## src/rtl/u409_pkg.sv

```systemverilog
// Shared constants and types for the u409 CPU cycle decoder.
// The bus-timeout feature is enabled by defining U409_BUS_TIMEOUT_EN.
package u409_pkg;

  localparam logic [15:0] AC_SPACE_ADDR  = 16'h00E8;
  localparam logic [7:0]  TIMEOUT_CYCLES = 8'd255;

  typedef enum logic [1:0] {
    ST_IDLE   = 2'd0,
    ST_ACTIVE = 2'd1,
    ST_ABORT  = 2'd2
  } state_e;

  // One-hot cycle decode; exactly one bit is set whenever a decode is produced.
  typedef struct packed {
    logic unmapped;
    logic pro;
    logic lide;
    logic bridge;
    logic autocfg;
  } decode_t;

endpackage

```

## src/rtl/u409_addr_match.sv

```systemverilog
// Combinational address decode: address A[31:16] against the autoconfig space
// and the three board bases, priority-ordered into a one-hot result.
module u409_addr_match
  import u409_pkg::*;
(
  input  logic [15:0] i_addr,
  input  logic        i_configured,
  input  logic [7:0]  i_bridge_base,
  input  logic [6:0]  i_lide_base,
  input  logic [3:0]  i_pro_base,
  output decode_t     o_decode
);

  logic w_low_16m;

  assign w_low_16m = (i_addr[15:8] == 8'h00);

  always_comb begin
    o_decode = '0;
    if (!i_configured && (i_addr == AC_SPACE_ADDR)) begin
      o_decode.autocfg = 1'b1;
    end else if (i_configured && w_low_16m && (i_addr[7:0] == i_bridge_base)) begin
      o_decode.bridge = 1'b1;
    end else if (i_configured && w_low_16m && (i_addr[7:1] == i_lide_base)) begin
      o_decode.lide = 1'b1;
    end else if (i_configured && (i_pro_base != 4'h0) && (i_addr[15:12] == i_pro_base)) begin
      o_decode.pro = 1'b1;
    end else begin
      o_decode.unmapped = 1'b1;
    end
  end

endmodule

```

## src/rtl/u409_cycle_decode.sv

```systemverilog
// CPU cycle tracker: latches A[31:16] on TSn, holds a registered one-hot decode
// until TERM. With U409_BUS_TIMEOUT_EN defined, an unterminated cycle aborts via BUS_TEA.
module u409_cycle_decode
  import u409_pkg::*;
(
  input  logic        CLK40,
  input  logic        RESETn,
  input  logic        TSn,
  input  logic [15:0] A_HI,
  input  logic        TERM,
  input  logic        CONFIGURED,
  input  logic [7:0]  BRIDGE_BASE,
  input  logic [6:0]  LIDE_BASE,
  input  logic [3:0]  PRO_BASE,
  output logic        AUTOCONFIG_SPACE,
  output logic        BRIDGE_CYC,
  output logic        LIDE_CYC,
  output logic        PRO_CYC,
  output logic        UNMAPPED,
  output logic        BUS_TEA,
  output logic [1:0]  o_dbg_state
);

  // Bus protocol: TSn low in IDLE opens a cycle; TERM high in ACTIVE closes it.
  // TSn outside IDLE is ignored, and TERM outside ACTIVE is ignored.
  state_e      r_state;
  state_e      w_next_state;
  logic [15:0] r_addr;
  logic [15:0] w_match_addr;
  logic        w_load;
  decode_t     r_dec;
  decode_t     w_dec_next;
  decode_t     w_match;

  // In IDLE the incoming address is decoded so outputs are valid right after TSn is sampled.
  assign w_match_addr = (r_state == ST_IDLE) ? A_HI : r_addr;

  u409_addr_match u_addr_match (
    .i_addr        (w_match_addr),
    .i_configured  (CONFIGURED),
    .i_bridge_base (BRIDGE_BASE),
    .i_lide_base   (LIDE_BASE),
    .i_pro_base    (PRO_BASE),
    .o_decode      (w_match)
  );

`ifdef U409_BUS_TIMEOUT_EN
  logic [7:0] r_count;
  logic       r_tea;
  logic       w_tea_next;
`endif

  always_comb begin
    w_next_state = r_state;
    w_dec_next   = '0;
    w_load       = 1'b0;
`ifdef U409_BUS_TIMEOUT_EN
    w_tea_next   = 1'b0;
`endif
    case (r_state)
      ST_IDLE: begin
        if (!TSn) begin
          w_next_state = ST_ACTIVE;
          w_load       = 1'b1;
          w_dec_next   = w_match;
        end
      end
      ST_ACTIVE: begin
        if (TERM) begin
          w_next_state = ST_IDLE;
`ifdef U409_BUS_TIMEOUT_EN
        end else if (r_count == TIMEOUT_CYCLES) begin
          w_next_state = ST_ABORT;
          w_tea_next   = 1'b1;
`endif
        end else begin
          w_dec_next = w_match;
        end
      end
`ifdef U409_BUS_TIMEOUT_EN
      ST_ABORT: begin
        w_next_state = ST_IDLE;
      end
`endif
      default: begin
        w_next_state = ST_IDLE;
      end
    endcase
  end

  always_ff @(posedge CLK40) begin
    if (!RESETn) begin
      r_state <= ST_IDLE;
      r_addr  <= '0;
      r_dec   <= '0;
    end else begin
      r_state <= w_next_state;
      r_dec   <= w_dec_next;
      if (w_load) begin
        r_addr <= A_HI;
      end
    end
  end

`ifdef U409_BUS_TIMEOUT_EN
  always_ff @(posedge CLK40) begin
    if (!RESETn) begin
      r_count <= '0;
      r_tea   <= 1'b0;
    end else begin
      r_tea <= w_tea_next;
      if (w_load) begin
        r_count <= '0;
      end else if ((r_state == ST_ACTIVE) && (r_count != 8'hFF)) begin
        r_count <= r_count + 8'd1;
      end
    end
  end

  assign BUS_TEA = r_tea;
`else
  assign BUS_TEA = 1'b0;
`endif

  assign AUTOCONFIG_SPACE = r_dec.autocfg;
  assign BRIDGE_CYC       = r_dec.bridge;
  assign LIDE_CYC         = r_dec.lide;
  assign PRO_CYC          = r_dec.pro;
  assign UNMAPPED         = r_dec.unmapped;
  assign o_dbg_state      = r_state;

endmodule

```

## config.mk

```make
export PLATFORM = sky130hd
export DESIGN_NAME = u409_cycle_decode
export DESIGN_NICKNAME = d
export VERILOG_FILES = /design/src/rtl/u409_pkg.sv /design/src/rtl/u409_addr_match.sv /design/src/rtl/u409_cycle_decode.sv
export SDC_FILE = /design/constraint.sdc
export NUM_CORES = 1
export LEC_CHECK = 0
export ABC_AREA = 1
export CELL_PAD_IN_SITES_DETAIL_PLACEMENT = 1
export CELL_PAD_IN_SITES_GLOBAL_PLACEMENT = 2
export CORE_MARGIN = 1.5
export CORE_UTILIZATION = 25
export DETAILED_ROUTE_END_ITERATION = 8
export PLACE_DENSITY_LB_ADDON = 0.05
export SLEW_MARGIN = 0
export SYNTH_ARGS = -nofsm -noshare
export SYNTH_HDL_FRONTEND = slang
export SYNTH_SLANG_ARGS = --single-unit
```

## constraint.sdc

```tcl
create_clock -name CLK40 -period 2.4 [get_ports CLK40]
set_input_delay 0.48 -clock CLK40 [delete_from_list [all_inputs] [get_ports CLK40]]
set_output_delay 0.48 -clock CLK40 [all_outputs]
set_load 0.005 [all_outputs]
```

==> results.md, run 1 <==
- Dividing the final minimum period by the clock period gives 0.820.
- Across the run, the number of max-cap violations was 0.
- The detail route stage leaves a number of antenna-violating nets equal to 0.
- The count of final setup violators is 0.
- Synthesis produced a netlist whose cell count is 256.
- Setup repair after global routing left no endpoint under its margin.
- The initial core utilization is 0.259.
- The data arrival at the endpoint of the critical path is 1.49 ns.
- The maximum vdd ir drop is 186 uV.
- After global routing the overflow that remains totals 0.
- In this run, CTS created clock tree buffers numbering 3.
- The total area inside the core boundary comes to 0.00592 mm^2.
- The library cell contributing the largest single delay on the critical path is dfxtp_1.
- For this run, design rule violations remaining after detail routing come to 0.
- The via density per instance is about 4.3.
- The placed instance area is 0.00204 mm^2.
- The post-layout worst setup margin is 0.431 ns.
- The count of input and output buffers is 45.
- The final setup TNS is 0 ns.
- The fill cell instance count of the final layout is about 790.
- The number of placed I/O pins is 48.
- The first routing iteration left 19 violations.
- The flow ran to the end, and the final reports show no timing, DRC or antenna violations.
- The minimum clock period is a little under 2 ns.
- The final max-slew violation count is 0.
- Before antenna repair, the detailed router went through 4 iterations.
- The clock slew seen by the registers of the worst setup and hold paths is ~0.09 ns.
- CTS placed an instance of clkbuf_8 at the clock tree root.
- The cell type with the largest total area after synthesis is dfxtp_1.
- The signal on the critical path passes through clkdlybuf4s50_1.
- The final layout contains routed wiring with a total length of about 4600 um.
- The post-cts sizing count is 0.
- The initial antenna violation count is 0.
- The library cells used most frequently in the layout, excluding fill and tap cells, are 90 x nand2_1, 45 x clkdlybuf4s50_1, 31 x inv_1.
- The synthesized netlist occupies a cell area of roughly 0.0015 mm^2.
- The worst setup path is launched from a flop.
- Counting both buffers and inverters, the worst setup path holds a total of 1.
- For this run, the total global-route usage over all layers was measured as 0.153.
- The initialized floorplan defines 28 standard-cell rows.
- The final standard cell count with taps included and fillers excluded is 376.
- The number of setup buffers added after CTS is 0.
- The highest clock rate is 508 MHz.
- Sorting the synthesized cells by area gives the leading types as dfxtp_1 29%, nand2_1 22%, inv_1 7.6%.
- Once layout is done, the placed cells without fillers occupy about 0.0021 mm^2.
- 0 antenna diodes ended up in the layout.
- The number of levels the H-tree was split into is 1.
- Once detailed placement completed, the half-perimeter wirelength came to 3700 um.
- The worst setup path is of the reg -> out kind.
- Data on the critical path is required at its endpoint by approximately 1.9 ns.
- For this design, the CTS-stage hold fixing added 0 buffers.
- The count of final hold-check violations was 0.
- The clock tree from TritonCTS is yes.
- The average instance in the mapped netlist occupies 5.98 um^2.
- Of the synthesized area, sequential elements account for 0.288.
- The via count of the first global-routing pass came to around 1700.
- The growth of design area from synthesis to finish is 36.7%.
- The largest delay contributor family on the critical path is flip-flops.
- Of the cells placed in the final design, the portion with a size suffix greater than 1 is 0.0963.
- During synthesis, Yosys emitted a total of 0 warnings.
- The die height is 81.3 um.
- The longest clock path from root to sink contains 2 buffers.
- The die covers 0.00660 mm^2.
- CTS saw 22 sinks.
- The die is about 81 um wide.
- The first global-routing pass estimated a little under 8000 um of wire.
- Summed over all cells, the static leakage comes to 0.00102 uW.
- The largest fanout of any net on the critical path is 11.
- The cell total after placement is 372.
- Clock skew on the completed layout was measured at 0.00601 ns.
- The worst-case setup slack after placement is 0.253 ns.
- In the final design database the tool counted 342 nets.
- The worst min-delay path class is reg -> reg.
- The area share of the largest cell type after synthesis is 0.288.
- The commonest non-fill, non-tap cell in the layout is nand2_1.
- STA classifies the critical path endpoint as a primary output.
- The congestion estimate from routability-driven global placement came to 0.740.
- After detailed routing, the average wire length per cell comes to 12.2 um.
- The ratio of total power to cell area is 457 mW/mm^2.
- After synthesis, the netlist uses 26 different library cells.
- The insertion delay to the later sink of the worst-skew pair is 0.26 ns.
- The via count of the routed design is 1632.
- For this run, the slowest stage of the critical path takes 0.62 ns.
- In this run, synthesis produced a sequential element count of 22.
- The largest net degree at the start of global routing is 18.
worst min-delay path, cell delays in order (launching register included):
cell and delay, ns:
dfxtp_1 0.31, inv_1 0.06, a21oi_1 0.06
kinds of logic after synthesis:
kind of cell / after synthesis / share of synthesized area
DFF: 22 / 0.288
other: 1 / 0.00245
xor gates and xnor gates: 1 / 0.00572
AOI/OAI and AO/OA: 25 / 0.0841
buffers and inverters: 42 / 0.125
and+or+nand+nor: 165 / 0.495
Yosys cell counts:
master,number
o21ai_0,13
nor2_1,30
buf_4,2
nor2_8,1
a21oi_1,11
nor2_4,1
nand2_4,3
inv_1,31
buf_12,1
nand3b_1,7
buf_6,1
nand4_1,1
nand2_1,90
clkbuf_1,1
buf_2,2
buf_1,1
xor2_1,1
nor2_2,2
nand3_1,18
conb_1,1
nor3_1,1
inv_2,3
o21ai_2,1
nand3_2,2
dfxtp_1,22
nand2_2,9
metal layers:
layer	track usage	vias up	share of wire
met5	0	-	0
met3	0.0180	2	0.034
li1	-	871	-
met2	0.270	25	0.47
met1	0.197	734	0.49
met4	0.0362	0	0.0067
final timing paths:
path	startpoint	to	slack, ns	cells past startpoint
setup reg to reg	o_dbg_state[0]	UNMAPPED	0.50	10
hold reg to reg	r_addr[11]	r_addr[11]	0.46	2
hold / removal	r_addr[11]	r_addr[11]	0.46	2
setup / recovery	o_dbg_state[0]	o_dbg_state[0]	0.43	1
registers in the layout, indices dropped and copies added, names as in the netlist:
register and count:
UNMAPPED 1, BRIDGE_CYC 1, PRO_CYC 1, o_dbg_state 1
LIDE_CYC 1, r_addr 16, AUTOCONFIG_SPACE 1
stage by stage:
stage | total power [uW] | hold slack, ns | util
after detailed placement | 697 | 0.453 | 0.344
after CTS | 980 | 0.467 | 0.354
after global routing | 1030 | 0.499 | 0.354
after floorplan | 578 | 0.430 | -
after global placement | 697 | 0.449 | 0.344
final | 956 | 0.464 | 0.354
power by group:
group,total (uW),internal (uW),switching (uW)
Combinational,278,127,150
Clock,274,146,128
Sequential,404,388,16.4
final cells by class:
type	count	area, um^2	share of cell area
multi-input combinational	193	903	0.432
timing repair buffer	48	473	0.226
sequential	22	440	0.210
inverter	34	128	0.0610
tap	75	93.8	0.0448
clock buffer	4	55.1	0.0263
Power figures use the tool's default switching activity.
==> inputs of run 2 (changes only) <==
Settings changed: CORE_UTILIZATION 25 to 21.
Clock period 2.4 ns to 1.7 ns, I/O delays scaled along.
==> run 2 against run 1 <==
Via count up 3.6%. Power is 46% higher. Core utilization decreased by 3.1 points. Sequential share of layout area decreased by 1.1 points. Flip-flop and latch count unchanged. Clock skew hardly changed. Non-clock buffer count up 12. Combinational power is 57% higher. Clock power up 42%. First-iteration DRC count increased by 150%. Critical path type is now reg -> reg.
==> results.md, run 2 (same netlist as run 1, synthesis figures left out) <==
- After clock tree synthesis, the clock-pin slew on the worst setup and hold paths is 0.09 ns.
- By startpoint and endpoint, the worst setup path is classified as reg -> reg.
- The final max-slew violation count was 0.
- The antenna diode instance count is 0.
- Global routing finished with a remaining overflow of 0.
- The horizontal die dimension is 88.4 um.
- Across the VDD grid, the largest voltage drop is 246 uV.
- The insertion delay to the later sink of the worst-skew pair is 0.27 ns.
- The clock arrives with 0.00581 ns of skew.
- Of the total power, the clock network draws 0.280.
- The register with the most flip-flops is r_addr.
- The first-iteration detailed-routing DRC count is 47.
- The via density per instance is roughly 4.1.
- For met2 alone, demand over resource in global routing was 0.244.
- The clock passes through at most 2 buffers.
- The first-pass iteration count of the detailed router is 4.
- For met3 alone, demand over resource in global routing was 0.0140.
- The worst-case setup slack after placement is -0.0500 ns.
- In the finished design, the share of the clock period the worst path needs comes to 0.871.
- The via count of the first global-routing pass is 1757.
- The root buffer cell chosen for the clock tree is clkbuf_8.
- The die height is 88.4 um.
- The initial antenna violation count is 0.
- The layer flagged by global routing as most heavily used is met2.
- Setup repair after global routing left no endpoint under its margin.
- The detailed-placement wirelength estimate is 4000 um.
- The tree built by TritonCTS fans out to 22 sinks.
- 48 I/O pins were placed.
- The switching share of total power is 0.309.
- Of the total power, combinational logic draws 0.313.
- The total area inside the core boundary comes to 0.00691 mm^2.
- The initial core utilization is 0.222.
- Across the run, the number of max-cap violations was 0.
- TritonCTS built the clock tree.
- The overall power after layout is ~1400 uW.
- The global-route wire length before repair is ~8400 um.
- The commonest non-fill, non-tap cell in the layout is nand2_1.
- Traced cell by cell, the critical path runs through inv_4, nand2_1, nand2_1, nand2_1, nand2_1, nand2_1, nor2_1, nand3_2, nand2_2, nor2_1.
- The run finished with clean final reports.
- The highest clock rate is 676 MHz.
- For this design, the slowest cell found on the critical path is dfxtp_4.
- Measured on the finished design, the core utilization comes to 0.323.
- STA puts the critical path data required time at 1.87 ns.
- The largest single stage delay on the critical path is 0.38 ns.
- Compared with the post-synthesis result, the final layout area differs by 45.7%.
- The overall fraction of global-route tracks in use is 0.139.
- The fraction of layout cells with a size suffix above 1 is 0.134.
- The die covers just under 0.008 mm^2.
- In this run the number of H-tree levels came out at 1.
- The type of element capturing the critical path is a flop.
- The post-detailed-route count of antenna-violating nets is 0.
- Summing over every cut layer, the via total after detailed routing is 1690.
- Port buffering added 45 buffers.
- The number of setup buffers added after CTS is 0.
- The initialized floorplan defines 30 standard-cell rows.
- Summed over all nets, the switching power comes to approximately 430 uW.
- For this run, design rule violations remaining after detail routing come to 0.
- The routed design has 4980 um of wire.
- Setup violations remaining at the end of the flow were counted as 0.
- Fill cells in the final layout number 913.
- The met1 capacity usage during global routing is 0.188.
- The cell seen most often among critical-path stages is nand2_1.
- The min-delay analysis places its worst path in the category reg -> reg.
- Data on the critical path arrives at its endpoint at 1.65 ns.
- At the end of routability-driven placement, the weighted congestion stood at 0.712.
- The share of total power dissipated in sequential elements is 0.407.
- The total leakage power is 0.00109 uW.
- Setup slack on the critical path of the routed design comes to 0.220 ns.
- The number of CTS-inserted buffers is 3.
- The number of buffers inserted by hold repair at cts is 0.
- The net total in the final layout is 354.
- Dividing the detail-routed wire length by the instance count gives 12.2 um.
- STA classifies the critical path startpoint as a flop.
- Internal power comes to 962 uW.
- The minimum clock period is roughly 1.5 ns.
- The count of final hold-check violations came to 0.
- Entering global routing, the biggest net connects 18 pins.
- The top cell types in the final layout, fill and taps aside, are 90 x nand2_1, 44 x clkdlybuf4s50_1, 31 x inv_1.
- The largest fanout of any net on the critical path is 17.
- The register with the most flip-flops in the layout has 16 of them.
- In this run the power density over the cells is between 600 and 700 mW/mm^2.
run 2: changes by cell type in the layout (fill, tap and decap cells not counted):
cell | previous run | this run
dlymetal6s2s_1 | 0 | 1
clkdlybuf4s50_1 | 45 | 44
dfxtp_4 | 0 | 1
buf_4 | 3 | 14
buf_12 | 0 | 1
dfxtp_1 | 22 | 21
inv_4 | 0 | 1
inv_2 | 3 | 2
run 2: routing by layer:
| layer | vias up | part of all wire |
|---|---|---|
| met2 | 25 | 0.49 |
| met1 | 757 | 0.48 |
| met3 | 4 | 0.028 |
| li1 | 904 | - |
| met5 | - | 0 |
| met4 | 0 | 0.0038 |
run 2: final timing paths:
kind,cells after the start,slack (ns),startpoint,end
max reg2reg,10,0.22,o_dbg_state[0],LIDE_CYC
min reg2reg,2,0.46,r_addr[5],r_addr[5]
max,10,0.22,o_dbg_state[0],LIDE_CYC
min,2,0.46,r_addr[5],r_addr[5]
run 2: layout make-up:
class | count | area (um^2) | area share
Multi-Input combinational cell | 193 | 903 | 0.405
Sequential cell | 22 | 444 | 0.199
Tap cell | 96 | 120 | 0.0538
Clock buffer | 4 | 55.1 | 0.0247
Timing Repair Buffer | 60 | 578 | 0.259
Inverter | 34 | 130 | 0.0583
run 2: metrics by stage:
step / instances / instance area [um^2] / hold slack, ns / setup TNS [ns]
2_1_floorplan: 257 / 1540 / 0.430 / 0
3_3_place_gp: 405 / 2150 / 0.449 / -0.265
3_5_place_dp: 405 / 2150 / 0.455 / -0.205
4_1_cts: 409 / 2210 / 0.468 / 0
5_1_grt: 409 / 2230 / 0.493 / 0
6_report: 409 / 2230 / 0.461 / 0
run 2: power by group through the flow:
stage	Sequential [uW]	Clock (uW)	Combinational, uW
final	567	389	436
after global routing	571	430	504
after CTS	567	404	444
after detailed placement	578	0	441
after global placement	578	0	442
after floorplan	575	0	241
run 2: critical path, delay by kind of cell, from the launching register on:
family	cells	cell delay, ns
flip-flops	1	0.38
buffers and inverters	1	0.18
AND/OR/NAND/NOR	9	0.81
run 2: what timing repair did:
action                                 CTS  global route
pin swaps                                0             0
resized for setup                        2             6
setup endpoints to repair                1             6
endpoints found under the hold margin    0             0
